==> src/rtl/bill_dispense_ctrl.sv <==
// Bill dispense controller: checks a request against the held balance,
// debits it, then ejects one bill per pulse with a fixed idle gap between
// pulses. Reports completion or a coded error with one-cycle strobes.
//
// state   | meaning
// --------+--------------------------------------------------------------
// S_IDLE  | waiting; accepts a request or a deposit
// S_CHECK | validates latched request, debits balance on success
// S_EJECT | one bill_pulse cycle, decrements remaining
// S_GAP   | idle spacing between pulses (GAP_CYCLES cycles)
// S_DONE  | one-cycle success strobe
// S_ERR   | one-cycle failure strobe, balance untouched
module bill_dispense_ctrl #(
   parameter int                BAL_W        = 16,
   parameter logic [BAL_W-1:0]  INIT_BALANCE = BAL_W'(500),
   parameter int                GAP_CYCLES   = 2
) (
   input  logic             clk,
   input  logic             rst_n,
   input  logic [7:0]       amount,
   input  logic             invalid,
   input  logic [3:0]       qty,
   input  logic             req,
   input  logic             dep_en,
   input  logic [7:0]       dep_amt,
   output logic             busy,
   output logic             bill_pulse,
   output logic [7:0]       bill_val,
   output logic [3:0]       remaining,
   output logic             done,
   output logic             err,
   output logic [1:0]       err_code,
   output logic [BAL_W-1:0] balance
);

   localparam int CMP_W = (BAL_W > 12) ? BAL_W : 12;
   localparam int GAP_W = (GAP_CYCLES > 1) ? $clog2(GAP_CYCLES) : 1;
   localparam logic [GAP_W-1:0] GAP_LOAD = GAP_W'(GAP_CYCLES - 1);

   typedef enum logic [2:0] {
      S_IDLE,
      S_CHECK,
      S_EJECT,
      S_GAP,
      S_DONE,
      S_ERR
   } state_t;

   state_t           state, state_nx;
   logic [BAL_W-1:0] bal_nx;
   logic [7:0]       val_nx;
   logic [3:0]       rem_nx;
   logic             inv_q, inv_nx;
   logic [1:0]       code_nx;
   logic [GAP_W-1:0] gap_cnt, gap_nx;

   logic [11:0]      total;
   logic [CMP_W-1:0] total_ext;
   logic [CMP_W-1:0] bal_ext;
   logic [BAL_W:0]   dep_sum;

   assign total     = {4'b0, bill_val} * {8'b0, remaining};
   assign total_ext = CMP_W'(total);
   assign bal_ext   = CMP_W'(balance);
   assign dep_sum   = {1'b0, balance} + {{(BAL_W-7){1'b0}}, dep_amt};

   // Register state, datapath and strobes; strobes are decoded from next state
   // so every output comes straight from a flop.
   always_ff @(posedge clk) begin
      if (!rst_n) begin
         state      <= S_IDLE;
         balance    <= INIT_BALANCE;
         bill_val   <= '0;
         remaining  <= '0;
         inv_q      <= 1'b0;
         err_code   <= '0;
         gap_cnt    <= '0;
         busy       <= 1'b0;
         bill_pulse <= 1'b0;
         done       <= 1'b0;
         err        <= 1'b0;
      end else begin
         state      <= state_nx;
         balance    <= bal_nx;
         bill_val   <= val_nx;
         remaining  <= rem_nx;
         inv_q      <= inv_nx;
         err_code   <= code_nx;
         gap_cnt    <= gap_nx;
         busy       <= (state_nx != S_IDLE);
         bill_pulse <= (state_nx == S_EJECT);
         done       <= (state_nx == S_DONE);
         err        <= (state_nx == S_ERR);
      end
   end

   // Next-state and datapath update.
   always_comb begin
      state_nx = state;
      bal_nx   = balance;
      val_nx   = bill_val;
      rem_nx   = remaining;
      inv_nx   = inv_q;
      code_nx  = err_code;
      gap_nx   = gap_cnt;
      case (state)
         S_IDLE: begin
            if (req) begin
               val_nx   = amount;
               rem_nx   = qty;
               inv_nx   = invalid;
               code_nx  = 2'd0;
               state_nx = S_CHECK;
            end else if (dep_en) begin
               bal_nx = dep_sum[BAL_W] ? '1 : dep_sum[BAL_W-1:0];
            end
         end
         S_CHECK: begin
            if (inv_q) begin
               code_nx  = 2'd1;
               state_nx = S_ERR;
            end else if (bill_val == 8'd0 || remaining == 4'd0) begin
               code_nx  = 2'd2;
               state_nx = S_ERR;
            end else if (total_ext > bal_ext) begin
               code_nx  = 2'd3;
               state_nx = S_ERR;
            end else begin
               // total never exceeds balance here, so the slice loses nothing
               bal_nx   = balance - total_ext[BAL_W-1:0];
               state_nx = S_EJECT;
            end
         end
         S_EJECT: begin
            rem_nx = remaining - 4'd1;
            if (remaining == 4'd1) begin
               state_nx = S_DONE;
            end else begin
               gap_nx   = GAP_LOAD;
               state_nx = S_GAP;
            end
         end
         S_GAP: begin
            if (gap_cnt == '0) begin
               state_nx = S_EJECT;
            end else begin
               gap_nx = gap_cnt - 1'b1;
            end
         end
         S_DONE:  state_nx = S_IDLE;
         S_ERR:   state_nx = S_IDLE;
         default: state_nx = S_IDLE;
      endcase
   end

endmodule

==> config.mk <==
export PLATFORM = sky130hd
export DESIGN_NAME = bill_dispense_ctrl
export DESIGN_NICKNAME = d
export VERILOG_FILES = /design/src/rtl/bill_dispense_ctrl.sv
export SDC_FILE = /design/constraint.sdc
export NUM_CORES = 1
export LEC_CHECK = 0
export CAP_MARGIN = 25
export CORE_ASPECT_RATIO = 1.2
export CORE_UTILIZATION = 55
export DETAILED_ROUTE_END_ITERATION = 7
export GPL_TIMING_DRIVEN = 0
export PLACE_DENSITY = 0.83
export SYNTH_ARGS = -nofsm -noshare
export SYNTH_HDL_FRONTEND = slang
export SYNTH_SLANG_ARGS = --single-unit
export TNS_END_PERCENT = 30
==> constraint.sdc <==
create_clock -name clk -period 9.4 [get_ports clk]
set_input_delay 1.88 -clock clk [delete_from_list [all_inputs] [get_ports clk]]
set_output_delay 1.88 -clock clk [all_outputs]
set_load 0.005 [all_outputs]
Word-level counts from Yosys, hierarchy flattened --
Cells that the tools add are included.
Operators by class: add/subtract/negate cells 4, multipliers 1, order comparisons 1, equality and inequality tests 15, mux-type cells 24, reduce and logical (&&, ||, !) cells 13
Operators by type and width (number):
- $mux 16 | 6
- $pmux 16 s2 | 1
- $mux 3 | 6
- $add 16x8->17 | 1
- $gt 12x16->1 | 1
- $sub 16x12->16 | 1
- $ne 2x2->1 const B | 7
- $mul 8x4->12 | 1
- $pmux 3 s4 | 1
- $eq 3x2->1 const B | 3
- $logic_not 8->1 | 1
- $mux 2 | 4
- $pmux 4 s2 | 1
- $eq 3x3->1 const B | 2
- $reduce_and 2->1 | 3
- $reduce_and 6->1 | 1
- $reduce_bool 2->1 | 3
- $eq 4x1->1 const B | 1
- $logic_not 4->1 | 1
- $mux 4 | 1
- $ne 4x4->1 const B | 1
- $pmux 2 s2 | 1
- $sub 4x1->4 const B | 1
- $eq 3x1->1 const B | 1
- other kinds (7) | 8
Storage, ports and cells: register bits 39, output and inout port bits 34, logic and storage cells 69

Logic depth before layout (Yosys ltp) --
Gate-level depths: netlist (run 1).
depth in word-level cells 7, mapped depth 23

Worst setup path before layout (run 1) --
OpenSTA, ideal clock, no wires.
path type flip-flop to flip-flop, from reg remaining[3], to reg balance[0], library setup time 0.116 ns, arrival time 4.607 ns, required time 9.284 ns, path slack 4.677 ns, stages on the path, launching flop included 22, buffers on the path 3, period minus slack after synthesis 4.723 ns, path through dfxtp_1 > clkbuf_1 > nand2_1 > fa_1 > inv_1 > fa_1 > inv_1 > fa_1 > inv_1 > a21oi_1 > o21ai_0 > a21o_1 > a21oi_1 > o21ai_0 > xnor2_1 > ha_1 > buf_2 > nand4_1 > o2111ai_4 > a31oi_4 > buf_2 > o211a_1
On the way: word-level cells in the longest chain between the ends 4
Ends and longest elaborated chain:
- start: declaration | line 29 | output logic [3:0] remaining,
- start signal: assignment | line 86 | remaining <= rem_nx;
- $mul 8x4->12 or $logic_not 4->1 (tied branches) | line 62, 122
- $gt 12x16->1 or $logic_or 1x1->1 (tied branches) | line 125, 122
- $ne 2x2->1 (no source line)
- $reduce_and 6->1 (no source line) (*)
- end signal: assignment | line 84 | balance <= bal_nx;
- end: declaration | line 33 | output logic [BAL_W-1:0] balance
Every way passes the cells marked *; elsewhere a longest branch is shown, timed or not. A chain may end at the register's enable or synchronous reset.

Final worst setup path (run 1) --
from reg remaining[2], to reg balance[4]
On the way: word-level cells in the longest chain between the ends 6
Ends and longest elaborated chain:
- $mul 8x4->12 | line 62 | assign total = {4'b0, bill_val} * {8'b0, remaining};
- $sub 16x12->16 | line 130 | bal_nx = balance - total_ext[BAL_W-1:0];
- $mux 16 | line 125 | end else if (total_ext > bal_ext) begin
- $mux 16 | line 122 | end else if (bill_val == 8'd0 || remaining == 4'd0) begin
- $mux 16 | line 119 | if (inv_q) begin
- $pmux 16 s2 | line 106 | case (state)
Parallel ways exist; a longest one is shown, timed or not. The select of a mux whose other input is x is not followed.

==> run metrics, run 1 <==
outcome=finished, final reports clean; Most used DFF post-synth=dfxtp_1; Initial Util=56.7%; largest net degree at the start of global routing=15; Slowest-stage cell, CP=fa_1; die width=78.5 um; first-pass GRT wire length=16500 um; Rel. slew slack=64.3%; DIE AREA=7370 um2; ys async rst share=0%; die height=93.8 um; Filler Cell Count=569; clk_skew=0.0118 ns; leakage=1.92 nW; Setup Viol. Count Final=0; syn_nets=557; ANT cells=0; Total GRT Usage=28.1%; global route overflow=0; Yosys Warn Count=0; distinct cell type count after synthesis=68; Final Net Count=622; Seq/Total Area, Yosys=20.2%; DR vias=3742; Routed WL=9840 um; Mapped Cells=479; H-Tree Depth=2; startpoint of the worst register-to-register path=remaining[2]; Setup crit end kind=register; worst-margin pin slew=0.529 ns; Worst-path clk slew=0.09 ns; data arrival time of the critical path=5.40 ns; DR WL/cell=15.6 um; vias in the first global route=3667; pwr dens=303 nW/um2; peak supply drop=0.177 mV; R2R setup slack=4.16 ns; CTS Root Cell=clkbuf_8; CTS buffer count=5; CTS resizes=0; hold depth=2; drt pass-1 iters=5; worst r2r path cells=22; core area=6810 um2; # hold bufs at CTS=0; EDFF count, synth=0; hold wc startpoint=gap_cnt; # DRC=0; initial antenna violation count=0; crit-path max FO=10; minimum clock period=5.24 ns; Starting DRT DRC Count=184; #FFs+latches synth=39; slowest stage delay, CP=0.56 ns; share of layout cells above drive strength 1=6.42%; row cnt=33; CTS tree=done; CP Cell Sequence=clkbuf_1 -> nand2_1 -> fa_1 -> inv_1 -> fa_1 -> inv_1 -> fa_1 -> inv_1 -> a21oi_1 -> o21ai_0 -> a21o_1 -> a21oi_1 -> o21ai_0 -> xnor2_1 -> ha_1 -> buf_2 -> nand4_1 -> o2111ai_4 -> a31oi_4 -> buf_2 -> nand2_1 -> o311ai_2; hold worst-path end=gap_cnt; period utilization=55.8%; CP Class=register to register; CP Launch Type=register; max-slew violations=0; vias per std cell=5.92; maxcap violations=0; sum of negative setup slack=0 ns; Tot Pwr=1.42 mW; Bufs on Longest Clock Path=2; unrepaired setup endpoints after global routing=false; WP data required=9.56 ns; Reg2Reg Capture Point=balance[4]; HPWL after DPL=7820 um; I/O Pins=59; syn avg cell area=8.07 um2; Mapped Area=3860 um2; FMAX=191 MHz; hold crit path type=register to register; Clock Sink Count=39; final setup margin=4.16 ns; clk_lat worst skew=0.31 ns; Post-Place Worst Slack=4.18 ns; area grow syn2layout=20.8%; antenna violation net count after detailed routing=0; # Post-CTS Setup Buffers=0; hold slack final=0.475 ns; Port Buffers=58; final hold vios=0; gpl congestion=0.888
==> synth_stat cells, types with 3 or more instances <==
cell type / count / area share [%]
nand2_1: 59 / 5.7
nor4_1: 3 / 0.49
o22ai_1: 3 / 0.49
clkbuf_1: 13 / 1.3
ha_1: 39 / 13
and3_1: 5 / 0.81
nor2_1: 24 / 2.3
a21oi_2: 3 / 0.68
buf_2: 4 / 0.52
a21o_1: 7 / 1.4
a31oi_1: 3 / 0.49
a211oi_1: 4 / 0.78
xor2_1: 8 / 1.8
a21oi_1: 29 / 3.8
xnor2_1: 11 / 2.5
o221a_1: 4 / 1.2
nand3_1: 13 / 1.7
and2_1: 31 / 5.0
a21boi_0: 11 / 2.1
nor2b_1: 6 / 0.97
o21ai_0: 19 / 2.5
a21boi_1: 3 / 0.58
nor3_1: 10 / 1.3
o211ai_1: 9 / 1.7
inv_1: 36 / 3.5
nand2b_1: 4 / 0.65
fa_1: 14 / 7.3
dfxtp_1: 39 / 20
o21a_1: 10 / 1.9
==> cells by family (layout without fill, tap and decap cells) <==
group	after synthesis	after routing	synth area share, %
buf+inv	55	121	5.67
compound gates	139	139	27.4
mux	1	1	0.259
flops	39	39	20.2
xor+xnor	19	19	4.31
simple gates	173	173	22.3
fa+ha+maj	53	53	19.9
==> cells in the final DEF (no fill, tap or decap), drive strengths merged, types with 4 or more instances in the layout <==
cell           netlist  layout
a211oi               6       6
a21boi              14      14
a21o                 7       7
a21oi               32      32
a31oi                4       4
and2                31      31
and3                 6       6
buf                  5       5
clkbuf              13      18
clkdlybuf4s50        0      58
dfxtp               39      39
fa                  14      14
ha                  39      39
inv                 37      38
nand2               61      61
nand2b               4       4
nand3               14      14
nor2                25      25
nor2b                6       6
nor3                10      10
o2111ai              4       4
o211ai              10      10
o21a                10      10
o21ai               21      21
o221a                4       4
o311ai               4       4
xnor2               11      11
xor2                 8       8
==> critical path: cells and delay by family (launching register included) <==
kind,cells,cell delay (ns)
compound gates,8,1.42
xor+xnor,1,0.09
fa+ha+maj,4,1.79
buf+inv,6,0.92
flops,1,0.38
simple gates,3,0.50
==> report_power, final <==
part	leakage, nW	switching (mW)	total, mW	internal [mW]
combinational	1.55	0.544	0.972	0.428
sequential	0.320	0.0710	0.292	0.221
clock	0.0548	0.0711	0.151	0.0801
==> worst max path at each step <==
stage	from	to	slack (ns)	depth (start not counted)
after floorplan	remaining[3]	balance[0]	4.68	21
after global placement	remaining[2]	balance[0]	4.22	21
after detailed placement	remaining[2]	balance[4]	4.18	22
after CTS	remaining[3]	balance[4]	4.14	22
after global routing	remaining[3]	balance[4]	3.67	22
final	remaining[2]	balance[4]	4.16	22
==> final cells by class <==
type / count / area [um2] / area share [%]
multi-input combinational: 385 / 2860 / 61.4
sequential: 39 / 781 / 16.7
timing repair buffer: 58 / 581 / 12.4
inverter: 37 / 139 / 2.98
tap: 87 / 109 / 2.33
buffer: 18 / 80.1 / 1.72
clock buffer: 5 / 68.8 / 1.47
clock inverter: 3 / 46.3 / 0.992
==> layer usage <==
layer  wire [um]  vias to the layer above  track usage (%)
li1            -                     1834                -
met1        4030                     1758             33.0
met5           0                        -                0
met3         515                       23             3.88
met2        5090                      127             50.8
met4         199                        0             11.3
==> state kept, by name, summed over array words and instances, names as in the netlist <==
signal      flops
busy            1
state           3
err_code        2
done            1
err             1
gap_cnt         1
remaining       4
inv_q           1
bill_val        8
bill_pulse      1
balance        16
==> through the flow <==
| step | cells | instance area, um2 | utilization, % |
|---|---|---|---|
| detailed placement | 624 | 4550 | 66.8 |
| floorplan | 479 | 3860 | - |
| global placement | 624 | 4550 | 66.8 |
| CTS | 632 | 4670 | 68.5 |
| global route | 632 | 4670 | 68.5 |
| finish | 632 | 4670 | 68.5 |
(Power assumes the default switching activity.)
==> run 2: changes to the inputs <==
- CORE_UTILIZATION: 55 -> 50
- PLACE_DENSITY: 0.83 -> 0.8
- clock period: 9.4 -> 4.5 ns (I/O delays scaled with it)
==> run 2 against run 1 <==
  * The run now ends with setup timing left
  * Register-to-register slack worse by 4.3 ns
  * Global-route usage fell by 0.95 points
  * Combinational power rose by 150%
  * Clock power up 110%
  * Critical path depth fell by 3
  * Final area increased by 11%
  * Non-clock buffer count grew 39
  * Clock skew barely moved
  * First-iteration DRC count increased by 46%
  * Largest power group unchanged
==> run metrics, run 2 (synthesis results as in run 1) <==
outcome=complete, but fails checks (was finished, final reports clean); failing checks=setup timing; FMAX=216 MHz (was 191 MHz); Filler Cell Count=585 (was 569); slowest stage delay, CP=0.54 ns (was 0.56 ns); initial antenna violation count=0 (unchanged); antenna violation net count after detailed routing=0 (unchanged); Routed WL=11200 um (was 9840 um); CTS Root Cell=clkbuf_8 (unchanged); # hold bufs at CTS=0 (unchanged); P_sw=1.58 mW (was 0.686 mW); Clk pwr share=9.2% (was 10.7%); CP Launch Type=register (unchanged); data arrival time of the critical path=4.83 ns (was 5.40 ns); Post-Place Worst Slack=-0.378 ns (was 4.18 ns); max-slew violations=0 (unchanged); GRT busiest layer=met2 (unchanged); post-route cell area=5190 um2 (was 4670 um2); vias per std cell=5.96 (was 5.92); most frequent cells in the layout=58 x clkdlybuf4s50_1, 55 x nand2_1, 39 x buf_4 (was 59 x nand2_1, 58 x clkdlybuf4s50_1, 39 x ha_1, 39 x dfxtp_1, 36 x inv_1); Initial Util=52.5% (was 56.7%); Internal Power=1.78 mW (was 0.729 mW); Final Net Count=661 (was 622); WP data required=4.69 ns (was 9.56 ns); leakage=2.15 nW (was 1.92 nW); commonest non-fill, non-tap cell in the layout=clkdlybuf4s50_1 (was nand2_1); Rel. slew slack=58.8% (was 64.3%); DR WL/cell=16.7 um (was 15.6 um); final hold vios=0 (unchanged); DR vias=4016 (was 3742); area grow syn2layout=34.3% (was 20.8%); Starting DRT DRC Count=268 (was 184); hold crit path type=register to register (unchanged); crit-path max FO=7 (was 10); register area=805 um2 (was 781 um2); CTS buffer count=5 (unchanged); Slowest-stage cell, CP=fa_1 (unchanged); final setup margin=-0.132 ns (was 4.16 ns); Bufs on Longest Clock Path=2 (unchanged); Multi-input gate area=3040 um2 (was 2860 um2); clk_skew=0.0121 ns (was 0.0118 ns); Setup Viol. Count Final=15 (was 0); pwr dens=647 nW/um2 (was 303 nW/um2); minimum clock period=4.63 ns (was 5.24 ns); DIE AREA=8080 um2 (was 7370 um2); Setup crit end kind=register (unchanged); max reg flops=16 (unchanged); CP Class=register to register (unchanged); global route overflow=0 (unchanged); hold slack final=0.504 ns (was 0.475 ns); Post-DP Area=4580 um2 (was 4550 um2); drt pass-1 iters=5 (unchanged); unrepaired setup endpoints after global routing=true (was false); largest net degree at the start of global routing=14 (was 15); clk_lat worst skew=0.31 ns (about the same); CTS tree=done (unchanged); peak supply drop=0.378 mV (was 0.177 mV); HPWL after DPL=7540 um (was 7820 um); I/O Pins=59 (unchanged); largest reg by FF count=balance (unchanged); share of layout cells above drive strength 1=20.2% (was 6.42%); CP Cell Sequence=and2_1 -> fa_1 -> inv_1 -> fa_1 -> inv_2 -> ha_4 -> a21oi_2 -> o21ai_2 -> a21oi_2 -> o21a_1 -> nor4bb_2 -> a211oi_2 -> ha_1 -> nand4_1 -> buf_4 -> or2_2 -> o31a_1 -> o2111ai_1 -> nand3_1 (was clkbuf_1 -> nand2_1 -> fa_1 -> inv_1 -> fa_1 -> inv_1 -> fa_1 -> inv_1 -> a21oi_1 -> o21ai_0 -> a21o_1 -> a21oi_1 -> o21ai_0 -> xnor2_1 -> ha_1 -> buf_2 -> nand4_1 -> o2111ai_4 -> a31oi_4 -> buf_2 -> nand2_1 -> o311ai_2); Total GRT Usage=27.2% (was 28.1%); met1 global-route usage=32.0% (was 33.0%); part of the power in registers=18.8% (was 20.6%); Port Buffers=58 (unchanged); core area=7360 um2 (was 6810 um2); vias in the first global route=3728 (was 3667); Largest regs=balance: 16 flops, bill_val: 8 flops, remaining: 4 flops (unchanged); hold depth=2 (unchanged); Worst-path clk slew=0.09 ns (about the same); met3 usage=3.74% (was 3.88%); worst r2r path cells=19 (was 22); H-Tree Depth=2 (unchanged); ANT cells=0 (unchanged); die height=98.3 um (was 93.8 um); Clock Sink Count=39 (unchanged); maxcap violations=0 (unchanged); # DRC=0 (unchanged); first-pass GRT wire length=17100 um (was 16500 um); worst-margin pin slew=0.618 ns (was 0.529 ns); period utilization=103% (was 55.8%); switching portion of total power=47.0% (was 48.5%); Gate power share=72.0% (was 68.7%); gpl congestion=0.904 (was 0.888); met2 Use GR=48.3% (was 50.8%); row cnt=34 (was 33); die width=82.2 um (was 78.5 um)
run 2: cell types whose count changed in the layout (fill, tap and decap cells not counted), sizes merged:
cell      delta
buf         +41
clkbuf       -2
clkinv       +2
clkinvlp     -1
inv          -1
run 2: layout make-up:
class,count,area share [%]
Clock buffer,5,1.33
Timing Repair Buffer,100,17.4
Multi-Input combinational cell,385,58.5
Tap cell,90,2.17
Clock inverter,3,0.844
Buffer,15,1.50
Sequential cell,39,15.5
Inverter,37,2.68
run 2: path summary, 6_finish.rpt:
path / from / end / slack [ns]
setup / recovery: bill_val[1] / balance[15] / -0.13
hold / removal: inv_q / inv_q / 0.50
setup reg to reg: bill_val[1] / balance[15] / -0.13
hold reg to reg: inv_q / inv_q / 0.50
run 2: what timing repair did:
action / in CTS / in global routing
resized for setup: 26 / 34
cloned: 1 / 0
buffers inserted: 24 / 17
pin swaps: 18 / 32
setup endpoints to repair: 24 / 24
run 2: per-stage QoR:
step | TNS, ns | utilization (%) | instances | total power [mW]
floorplan | 0 | - | 479 | 2.03
global placement | -5.21 | 62.2 | 627 | 2.56
detailed placement | -6.52 | 62.2 | 627 | 2.60
CTS | -0.233 | 67.3 | 658 | 3.08
global route | -5.32 | 70.5 | 674 | 3.61
finish | -0.989 | 70.5 | 674 | 3.36
run 2: power by group through the flow:
| stage | Clock, mW | Combinational, mW | Sequential, mW |
|---|---|---|---|
| 2_1_floorplan | 0 | 1.45 | 0.583 |
| 3_3_place_gp | 0 | 1.95 | 0.606 |
| 3_5_place_dp | 0 | 1.99 | 0.611 |
| 4_1_cts | 0.310 | 2.16 | 0.615 |
| 5_1_grt | 0.330 | 2.63 | 0.645 |
| 6_report | 0.310 | 2.42 | 0.630 |
run 2: critical path, delay by kind of cell, from the launching register on:
| family | cells | cell delay (ns) |
|---|---|---|
| flip-flops | 1 | 0.37 |
| AO/OA/AOI/OAI | 7 | 1.03 |
| AND/OR/NAND/NOR | 5 | 1.12 |
| adder cells (fa/ha/maj) | 4 | 1.68 |
| buffers and inverters | 3 | 0.32 |
run 2: metal layers:
metal  up-vias  routed length, um
met4         0                380
met3        44                528
met5         -                  0
li1       1908                  -
met2       152               5900
met1      1912               4430
